--- src/rtl/lcd_fill_rect_if.sv ---
// Request/handshake bundle for the rectangle-fill engine: the start request
// and window on one side, the {dc, byte} word stream to the SPI writer on
// the other.
interface lcd_fill_rect_if;
  logic        fill_flag;
  logic [7:0]  x0;
  logic [7:0]  y0;
  logic [7:0]  x1;
  logic [7:0]  y1;
  logic [15:0] color;
  logic        wr_done;
  logic [8:0]  fill_data;
  logic        en_write_fill;
  logic        busy;
  logic        fill_done;

  // The fill engine drives the word stream and status.
  modport master (
    input  fill_flag, x0, y0, x1, y1, color, wr_done,
    output fill_data, en_write_fill, busy, fill_done
  );

  // The requester / SPI writer side.
  modport slave (
    output fill_flag, x0, y0, x1, y1, color, wr_done,
    input  fill_data, en_write_fill, busy, fill_done
  );
endinterface

--- src/rtl/lcd_fill_rect.sv ---
// ST7735 rectangle fill: on a start pulse, latch a window and RGB565 colour,
// then stream CASET/RASET/RAMWR followed by W*H two-byte pixels as 9-bit
// {dc, byte} words, one word per en_write_fill/wr_done handshake.
module lcd_fill_rect #(
  parameter logic [7:0] X_OFFSET = 8'd2,
  parameter logic [7:0] Y_OFFSET = 8'd3
) (
  input logic              sys_clk,
  input logic              sys_rst_n,
  lcd_fill_rect_if.master  bus
);

  // NEXT is kept in the encoding for readability of the sequence, but the
  // index advance is folded into the WAIT->ISSUE transition so the next
  // strobe follows wr_done with no bubble cycle.
  typedef enum logic [2:0] {IDLE, ISSUE, WAIT, NEXT, DONE} state_t;

  state_t      state;
  logic [7:0]  x0_q;
  logic [7:0]  y0_q;
  logic [7:0]  x1_q;
  logic [7:0]  y1_q;
  logic [15:0] color_q;
  logic [7:0]  col_last;
  logic [7:0]  row_last;
  logic [3:0]  hdr_idx;
  logic        pix_phase;
  logic        lo_byte;
  logic [7:0]  col;
  logic [7:0]  row;
  logic [3:0]  hdr_next_idx;
  logic [8:0]  hdr_next_word;
  logic        last_col;
  logic        last_row;

  assign hdr_next_idx = hdr_idx + 4'd1;
  assign last_col     = (col == col_last);
  assign last_row     = (row == row_last);

  // Header word that follows the current header index (word 0 is issued on accept).
  always_comb begin
    hdr_next_word = 9'h000;
    case (hdr_next_idx)
      4'd1, 4'd3, 4'd6, 4'd8: hdr_next_word = 9'h100;
      4'd2:  hdr_next_word = {1'b1, 8'(x0_q + X_OFFSET)};
      4'd4:  hdr_next_word = {1'b1, 8'(x1_q + X_OFFSET)};
      4'd5:  hdr_next_word = 9'h02B;
      4'd7:  hdr_next_word = {1'b1, 8'(y0_q + Y_OFFSET)};
      4'd9:  hdr_next_word = {1'b1, 8'(y1_q + Y_OFFSET)};
      4'd10: hdr_next_word = 9'h02C;
      default: hdr_next_word = 9'h000;
    endcase
  end

  // Sequencer: accept, header words, pixel bytes with column/row counters, completion pulse.
  always_ff @(posedge sys_clk or negedge sys_rst_n) begin
    if (!sys_rst_n) begin
      state             <= IDLE;
      bus.fill_data     <= 9'h000;
      bus.en_write_fill <= 1'b0;
      bus.busy          <= 1'b0;
      bus.fill_done     <= 1'b0;
      x0_q              <= 8'd0;
      y0_q              <= 8'd0;
      x1_q              <= 8'd0;
      y1_q              <= 8'd0;
      color_q           <= 16'd0;
      col_last          <= 8'd0;
      row_last          <= 8'd0;
      hdr_idx           <= 4'd0;
      pix_phase         <= 1'b0;
      lo_byte           <= 1'b0;
      col               <= 8'd0;
      row               <= 8'd0;
    end else begin
      case (state)
        IDLE: begin
          bus.fill_done <= 1'b0;
          if (bus.fill_flag) begin
            x0_q      <= bus.x0;
            y0_q      <= bus.y0;
            x1_q      <= bus.x1;
            y1_q      <= bus.y1;
            color_q   <= bus.color;
            col_last  <= bus.x1 - bus.x0;
            row_last  <= bus.y1 - bus.y0;
            hdr_idx   <= 4'd0;
            pix_phase <= 1'b0;
            lo_byte   <= 1'b0;
            col       <= 8'd0;
            row       <= 8'd0;
            if ((bus.x1 < bus.x0) || (bus.y1 < bus.y0)) begin
              state         <= DONE;
              bus.fill_done <= 1'b1;
            end else begin
              state             <= ISSUE;
              bus.fill_data     <= 9'h02A;
              bus.en_write_fill <= 1'b1;
              bus.busy          <= 1'b1;
            end
          end
        end
        ISSUE: begin
          bus.en_write_fill <= 1'b0;
          state             <= WAIT;
        end
        WAIT: begin
          if (bus.wr_done) begin
            if (!pix_phase) begin
              if (hdr_idx == 4'd10) begin
                pix_phase     <= 1'b1;
                lo_byte       <= 1'b0;
                bus.fill_data <= {1'b1, color_q[15:8]};
              end else begin
                hdr_idx       <= hdr_next_idx;
                bus.fill_data <= hdr_next_word;
              end
              bus.en_write_fill <= 1'b1;
              state             <= ISSUE;
            end else if (!lo_byte) begin
              lo_byte           <= 1'b1;
              bus.fill_data     <= {1'b1, color_q[7:0]};
              bus.en_write_fill <= 1'b1;
              state             <= ISSUE;
            end else if (last_col && last_row) begin
              bus.busy      <= 1'b0;
              bus.fill_done <= 1'b1;
              state         <= DONE;
            end else begin
              lo_byte           <= 1'b0;
              bus.fill_data     <= {1'b1, color_q[15:8]};
              bus.en_write_fill <= 1'b1;
              state             <= ISSUE;
              if (last_col) begin
                col <= 8'd0;
                row <= row + 8'd1;
              end else begin
                col <= col + 8'd1;
              end
            end
          end
        end
        DONE: begin
          bus.fill_done <= 1'b0;
          state         <= IDLE;
        end
        default: begin
          bus.en_write_fill <= 1'b0;
          bus.busy          <= 1'b0;
          bus.fill_done     <= 1'b0;
          state             <= IDLE;
        end
      endcase
    end
  end

endmodule

--- src/flat_wrapper.sv ---
// flat-port wrapper written by rule: the top's interface ports become plain ports
module lcd_fill_rect_flat 
#(
  parameter logic [7:0] X_OFFSET = 8'd2,
  parameter logic [7:0] Y_OFFSET = 8'd3
)
  (sys_clk, sys_rst_n, bus_fill_flag, bus_x0, bus_y0, bus_x1, bus_y1, bus_color, bus_wr_done, bus_fill_data, bus_en_write_fill, bus_busy, bus_fill_done);
  lcd_fill_rect_if bus_i ();
  input logic sys_clk;
  input logic sys_rst_n;
  input wire logic [$bits(bus_i.fill_flag)-1:0] bus_fill_flag;
  input wire logic [$bits(bus_i.x0)-1:0] bus_x0;
  input wire logic [$bits(bus_i.y0)-1:0] bus_y0;
  input wire logic [$bits(bus_i.x1)-1:0] bus_x1;
  input wire logic [$bits(bus_i.y1)-1:0] bus_y1;
  input wire logic [$bits(bus_i.color)-1:0] bus_color;
  input wire logic [$bits(bus_i.wr_done)-1:0] bus_wr_done;
  output wire logic [$bits(bus_i.fill_data)-1:0] bus_fill_data;
  output wire logic [$bits(bus_i.en_write_fill)-1:0] bus_en_write_fill;
  output wire logic [$bits(bus_i.busy)-1:0] bus_busy;
  output wire logic [$bits(bus_i.fill_done)-1:0] bus_fill_done;
  assign bus_i.fill_flag = bus_fill_flag;
  assign bus_i.x0 = bus_x0;
  assign bus_i.y0 = bus_y0;
  assign bus_i.x1 = bus_x1;
  assign bus_i.y1 = bus_y1;
  assign bus_i.color = bus_color;
  assign bus_i.wr_done = bus_wr_done;
  assign bus_fill_data = bus_i.fill_data;
  assign bus_en_write_fill = bus_i.en_write_fill;
  assign bus_busy = bus_i.busy;
  assign bus_fill_done = bus_i.fill_done;
  lcd_fill_rect #(.X_OFFSET(X_OFFSET), .Y_OFFSET(Y_OFFSET)) u_core (.sys_clk(sys_clk), .sys_rst_n(sys_rst_n), .bus(bus_i));
endmodule
--- config.mk ---
export PLATFORM = sky130hd
export DESIGN_NAME = lcd_fill_rect_flat
export DESIGN_NICKNAME = d
export VERILOG_FILES = /design/src/rtl/lcd_fill_rect_if.sv /design/src/rtl/lcd_fill_rect.sv /design/src/flat_wrapper.sv
export SDC_FILE = /design/constraint.sdc
export NUM_CORES = 1
export LEC_CHECK = 0
export BUFFER_PORTS_ARGS = -buffer_cell sky130_fd_sc_hd__buf_2
export CORE_MARGIN = 4
export CORE_UTILIZATION = 60
export CTS_CLUSTER_DIAMETER = 80
export DETAILED_ROUTE_END_ITERATION = 12
export PLACE_DENSITY = 0.81
export SYNTH_ARGS = -nofsm -noshare
export SYNTH_HDL_FRONTEND = slang
export SYNTH_SLANG_ARGS = --single-unit
--- constraint.sdc ---
create_clock -name sys_clk -period 3.61 [get_ports sys_clk]
set_input_delay 0.1805 -clock sys_clk [delete_from_list [all_inputs] [get_ports sys_clk]]
set_output_delay 0.1805 -clock sys_clk [all_outputs]
set_load 0.02 [all_outputs]
* Yosys cells after proc, flatten, opt, wreduce, memory -nomap -nowiden
Index checks and enable logic that the tools add are counted.
Word-level totals: bits in latches 0, RAM bits 0, memories 0, input port bits 52, bits in read-only memories 0, bits in registers 101, output and inout bits 12, logic and storage cells 140
Operators by class: multipliers 0, eq/ne operators 28, reduce and logical (&&, ||, !) cells 17, shift operators 0, div/mod/pow operators 0, mux-type cells 64, $add $sub $neg 9, $lt $le $gt $ge 2, bitwise operators 3
Operators by type and width (number):
- $mux W8 | 11
- $mux W9 | 7
- $pmux W9 S7 | 1
- $add A8 B2 Y8 const B | 4
- $pmux W8 S2 | 2
- $mux W1 | 25
- $reduce_and A5 Y1 | 4
- $mux W3 | 6
- $pmux W9 S2 | 1
- $add A8 B1 Y8 const B | 2
- $eq A4 B3 Y1 const B | 4
- $eq A4 B4 Y1 const B | 4
- $eq A8 B8 Y1 | 2
- $lt A8 B8 Y1 | 2
- $mux W4 | 4
- $sub A8 B8 Y8 | 2
- $reduce_and A7 Y1 | 2
- $ne A2 B2 Y1 const B | 6
- $pmux W1 S3 | 3
- $pmux W3 S3 | 1
- $eq A4 B2 Y1 const B | 2
- $ne A2 B1 Y1 const B | 4
- $pmux W4 S2 | 1
- $reduce_and A6 Y1 | 1
- 18 further kinds | 22

* Longest topological paths before layout
depth in word-level cells 8, depth in mapped cells 15, mapped depth without buffers 14

* Worst setup path after synthesis
Ideal clock, no wire load.
path type register -> register, start register u_core.hdr_idx[0], end register u_core.bus.fill_data[5], setup slack 633 ps, stages on the path, launching flop included 15, required time 3488 ps, clock period less this slack 2977 ps, library setup time 122 ps, buffers on the path 1, data arrival time 2856 ps, cells stage by stage dfrtp_1 > ha_1 > buf_2 > nor2b_1 > a32oi_1 > nor2_1 > nand2_1 > o21ai_0 > ha_1 > nand3_1 > xnor2_1 > a22oi_1 > o22ai_1 > a211o_1 > a32o_1
Between the ends: cells in the longest elaborated chain, start to end 8, elaborated cells between the ends (all ways) 18, classes of those cells add/sub (1); eq/ne (11); mux (5); reduce/logical (1)
Ends and longest elaborated chain:
- start, declared | line lcd_fill_rect.sv:26 | logic [3:0] hdr_idx;
- start signal, assigned | line lcd_fill_rect.sv:115 | hdr_idx <= hdr_next_idx;
- $add A4 B1 Y4 | line lcd_fill_rect.sv:36 | assign hdr_next_idx = hdr_idx + 4'd1;
- $eq A4 B1 Y1, or another cell as far along | line lcd_fill_rect.sv:43 | case (hdr_next_idx)
- $reduce_or A4 Y1 | line lcd_fill_rect.sv:43
- $pmux W9 S7 | line lcd_fill_rect.sv:43
- $mux W9 * | line lcd_fill_rect.sv:110 | if (hdr_idx == 4'd10) begin
- $mux W9 * | line lcd_fill_rect.sv:109 | if (!pix_phase) begin
- $mux W9 * | line lcd_fill_rect.sv:108 | if (bus.wr_done) begin
- $pmux W9 S2 * | line lcd_fill_rect.sv:76 | case (state)
- end signal, assigned | line lcd_fill_rect.sv:113 | bus.fill_data <= {1'b1, color_q[15:8]};
- end signal, assigned | line lcd_fill_rect.sv:116 | bus.fill_data <= hdr_next_word;
- end signal, assigned | line lcd_fill_rect.sv:122 | bus.fill_data <= {1'b1, color_q[7:0]};
- end, declared | line lcd_fill_rect_if.sv:20 | output fill_data, en_write_fill, busy, fill_done
Mark *: on every way between the ends. The rest lies on a longest branch, timed or not. The select of a mux whose other input is x is not followed. A chain may end at the register's enable or synchronous reset.

* Worst setup path after layout
Same ends and word-level chain as after synthesis.

==> metrics.md <==
| Metric | Value |
|---|---|
| Final slew viol count | `0` |
| RSZ-0062 raised after global routing | `no` |
| CTS sink count | `101` |
| Fill cells | `828` |
| Post-CTS Resized | `0` |
| Multiplexer area fraction after synthesis | `2.615%` |
| Ports | `64` |
| Most frequent cells after synthesis | `nand2_1 (172), dfrtp_1 (101), o21ai_0 (68)` |
| Synth Register Bits | `101` |
| Global routing usage on met3 | `4.367%` |
| Detailed-placement wirelength estimate | `12920 um` |
| Final Hold Viols | `39` |
| WP data required | `3910 ps` |
| Clk pwr share | `17.3%` |
| First-pass GRT wire length | `29150 um` |
| Share of layout cells above drive strength 1 | `13.06%` |
| P&R area growth vs syn | `12.56%` |
| Pwr Density | `568.7 nW/um2` |
| Hold Path Class | `in2async` |
| Worst Setup SP | `u_core.hdr_idx[0]` |
| Initial core utilization | `61.65%` |
| Yosys cell types | `72` |
| Iteration-0 DRC count of the detailed router | `475` |
| DR pass1 iterations | `6` |
| Max IR drop VDD | `0.3731 mV` |
| Final wirelength | `17650 um` |
| CP endpoint | `u_core.bus.fill_data[5]` |
| Sw Share | `41.42%` |
| Post-Synth Adder-Cell Area | `5.347%` |
| Worst-margin pin slew | `1054 ps` |
| MaxCap Viol Count | `0` |
| Mapped Cells | `751` |
| Post-Synth Simple-Gate Area | `22.02%` |
| TritonCTS clock tree | `yes` |
| Ranking of synthesized cells by area | `dfrtp_1 (40%), nand2_1 (10%), o21ai_0 (5.3%), ha_1 (4.7%), xnor2_1 (4.0%)` |
| ANT nets after route | `0` |
| Skew final | `7.821 ps` |
| Most Crowded Layer GR | `met2` |
| Via count | `5859` |
| ANT cells | `0` |
| Count of final setup violators | `0` |
| YS warnings | `0` |
| RR Endpoint | `u_core.bus.fill_data[5]` |
| Core ar. | `10320 um2` |
| Post-synth EDFFs | `0` |
| # nets final | `900` |
| Grt met1 use | `40.21%` |
| # DRC | `0` |
| Compound-Gate Fraction of Synth Area | `19.36%` |
| Root Buffer | `clkbuf_8` |
| PortBufs | `63` |
| Status | `finished with violations` |
| CTS buffer count | `9` |
| Maximum fanout along the worst path | `11` |
| Clk slew on worst S/H paths | `100 ps` |
| Failing checks | `negative hold slack` |
| Die area | `12320 um2` |
| R2r startpoint | `u_core.hdr_idx[0]` |
| Worst Path Arrival | `3590 ps` |
| R2R setup slack | `310 ps` |
| Setup TNS | `0 ps` |
| Combinational fraction of design power | `35.9%` |
| Antenna violations before repair | `0` |
| Most common flop cell mapped by yosys | `dfrtp_1` |
| Area leader, netlist | `dfrtp_1` |
| Fin crit period | `3297 ps` |
| Fin Hold WS | `-37.93 ps` |
| Via-per-instance ratio | `6.084` |
| P_sw | `1.688 mW` |
| XOR/XNOR Fraction of Synth Area | `6.585%` |
| H-tree Lvls | `3` |
| Part of the cycle the worst path needs | `91.33%` |
| Largest family of logic cells by synthesized area | `simple AND/OR/NAND/NOR gates` |
| Number of global-route vias before repair | `5724` |
| Die width | `111.0 um` |
| Total track usage | `29.77%` |
| Std cell rows | `37` |
| Int Pwr | `2.387 mW` |
| Clk buf depth | `2` |
| Syn_nets | `829` |
| Die height | `111.0 um` |
| Skew-Pair Late Insertion Delay | `390 ps` |
| Fmax | `0.3033 GHz` |
| Syn Area/Cell | `8.475 um2` |
| Seq/Total Area, Yosys | `39.71%` |
| Ys async rst share | `100.0%` |
| Rel. slew slack | `29.75%` |
| GP Congestion | `0.9538` |
| Worst Setup End Kind | `flop` |
| Startpoint Class | `flop` |
| Total gr overflow | `0` |
| Most common cell in the netlist | `nand2_1` |
| Met2 Resource Use GR | `46.72%` |
| Seq pwr share | `46.8%` |
| Reg2Reg Depth | `13` |
| Mapped Area | `6365 um2` |
| Pin count of the biggest net entering global routing | `84` |
| Synth top area share | `39.71%` |
| Routed wire per std cell | `18.33 um` |
| Kind of critical path | `reg2reg` |
| Leakage | `3.321 nW` |
[worst min path at each step]
stage                  start                 end  cells after the start
2_1_floorplan      sys_rst_n     u_core.bus.busy                      0
3_3_place_gp   bus_color[10]  u_core.color_q[10]                      3
3_5_place_dp   bus_color[10]  u_core.color_q[10]                      3
4_1_cts            bus_x1[6]      u_core.x1_q[6]                      3
5_1_grt            bus_x1[5]      u_core.x1_q[5]                      3
6_report           sys_rst_n   u_core.hdr_idx[1]                      1
[state kept, by name, summed over array words and instances, names as in the netlist]
signal and count:
u_core.x1_q 8, u_core.bus.fill_done 1, u_core.bus.en_write_fill 1, u_core.row_last 8, u_core.state 3, u_core.y1_q 8, u_core.hdr_idx 4, u_core.bus.busy 1
u_core.bus.fill_data 9, u_core.x0_q 8, u_core.y0_q 8, u_core.pix_phase 1, u_core.lo_byte 1, u_core.col 8, u_core.row 8, u_core.col_last 8
u_core.color_q 16
[final cells by class]
cell class                      count  area [um2]  share of cell area, %
Timing Repair Buffer               89       570.5                  7.964
Tap cell                          136       170.2                  2.375
Inverter                           40       150.1                  2.096
Clock buffer                       10       137.6                  1.921
Multi-Input combinational cell    581        3562                  49.72
Clock inverter                      6       46.29                 0.6462
Sequential cell                   101        2527                  35.28
[routing by layer]
| metal | up-vias | part of all wire [%] |
|---|---|---|
| met3 | 61 | 6.3 |
| met1 | 2795 | 43 |
| met4 | 0 | 4.2 |
| met5 | - | 0 |
| met2 | 252 | 46 |
| li1 | 2751 | - |
[power by group through the flow]
stage          Sequential (mW)  Combinational [mW]  Clock [mW]
2_1_floorplan             1.85               0.992           0
3_3_place_gp              1.90                1.38           0
3_5_place_dp              1.91                1.42           0
4_1_cts                   1.89                1.45       0.710
5_1_grt                   1.96                1.65       0.763
6_report                  1.91                1.46       0.704
[placed cells by master (no fill, tap or decap), drive strengths merged, types with 8 or more instances in the layout]
cell type	synthesis	final
dfrtp	101	101
nand3	26	26
nor3	12	12
nor2	43	43
buf	13	71
inv	40	41
xor2	17	17
dlygate4sd3	0	18
or3	8	8
mux2i	11	11
a21oi	28	28
nor2b	10	10
ha	24	24
o31ai	12	12
xnor2	30	30
o21ai	69	69
nand2b	12	12
clkbuf	16	10
nand2	173	173
[worst max-delay path: stages, from the launching register on]
cell and delay, ps:
dfrtp_1 520, ha_1 270, nor2b_1 250, a32oi_1 230, nor2_1 430, nand2_1 120
o21ai_0 100, ha_1 240, nand3_1 140, xnor2_1 160, a22oi_1 140, o22ai_1 100
a211o_1 280, a32o_1 210
[metrics by stage]
step                cells  total power, mW  worst slack [ps]  instance area [um2]  utilization [%]
global placement      929            3.278             428.1                 6800            65.87
finish                963            4.075             312.9                 7164            69.40
global route          963            4.364             63.49                 7164            69.40
floorplan             751            2.846             632.7                 6365                -
CTS                   963            4.049             387.9                 7164            69.40
detailed placement    929            3.335             398.4                 6800            65.87
[timing repair]
action                     4_1_cts  5_1_grt
hold buffers                    18        0
buffers inserted                 0        0
setup endpoints to repair        0        0
hold endpoints to repair        18        0
[cell families after synthesis]
group	count (synthesis)
AND/OR/NAND/NOR	311
buffers and inverters	69
flip-flops	101
XOR/XNOR	47
multiplexers	15
AO/OA/AOI/OAI	182
adder cells (fa/ha/maj)	26
Note: power is estimated with default switching activity, not from simulation.
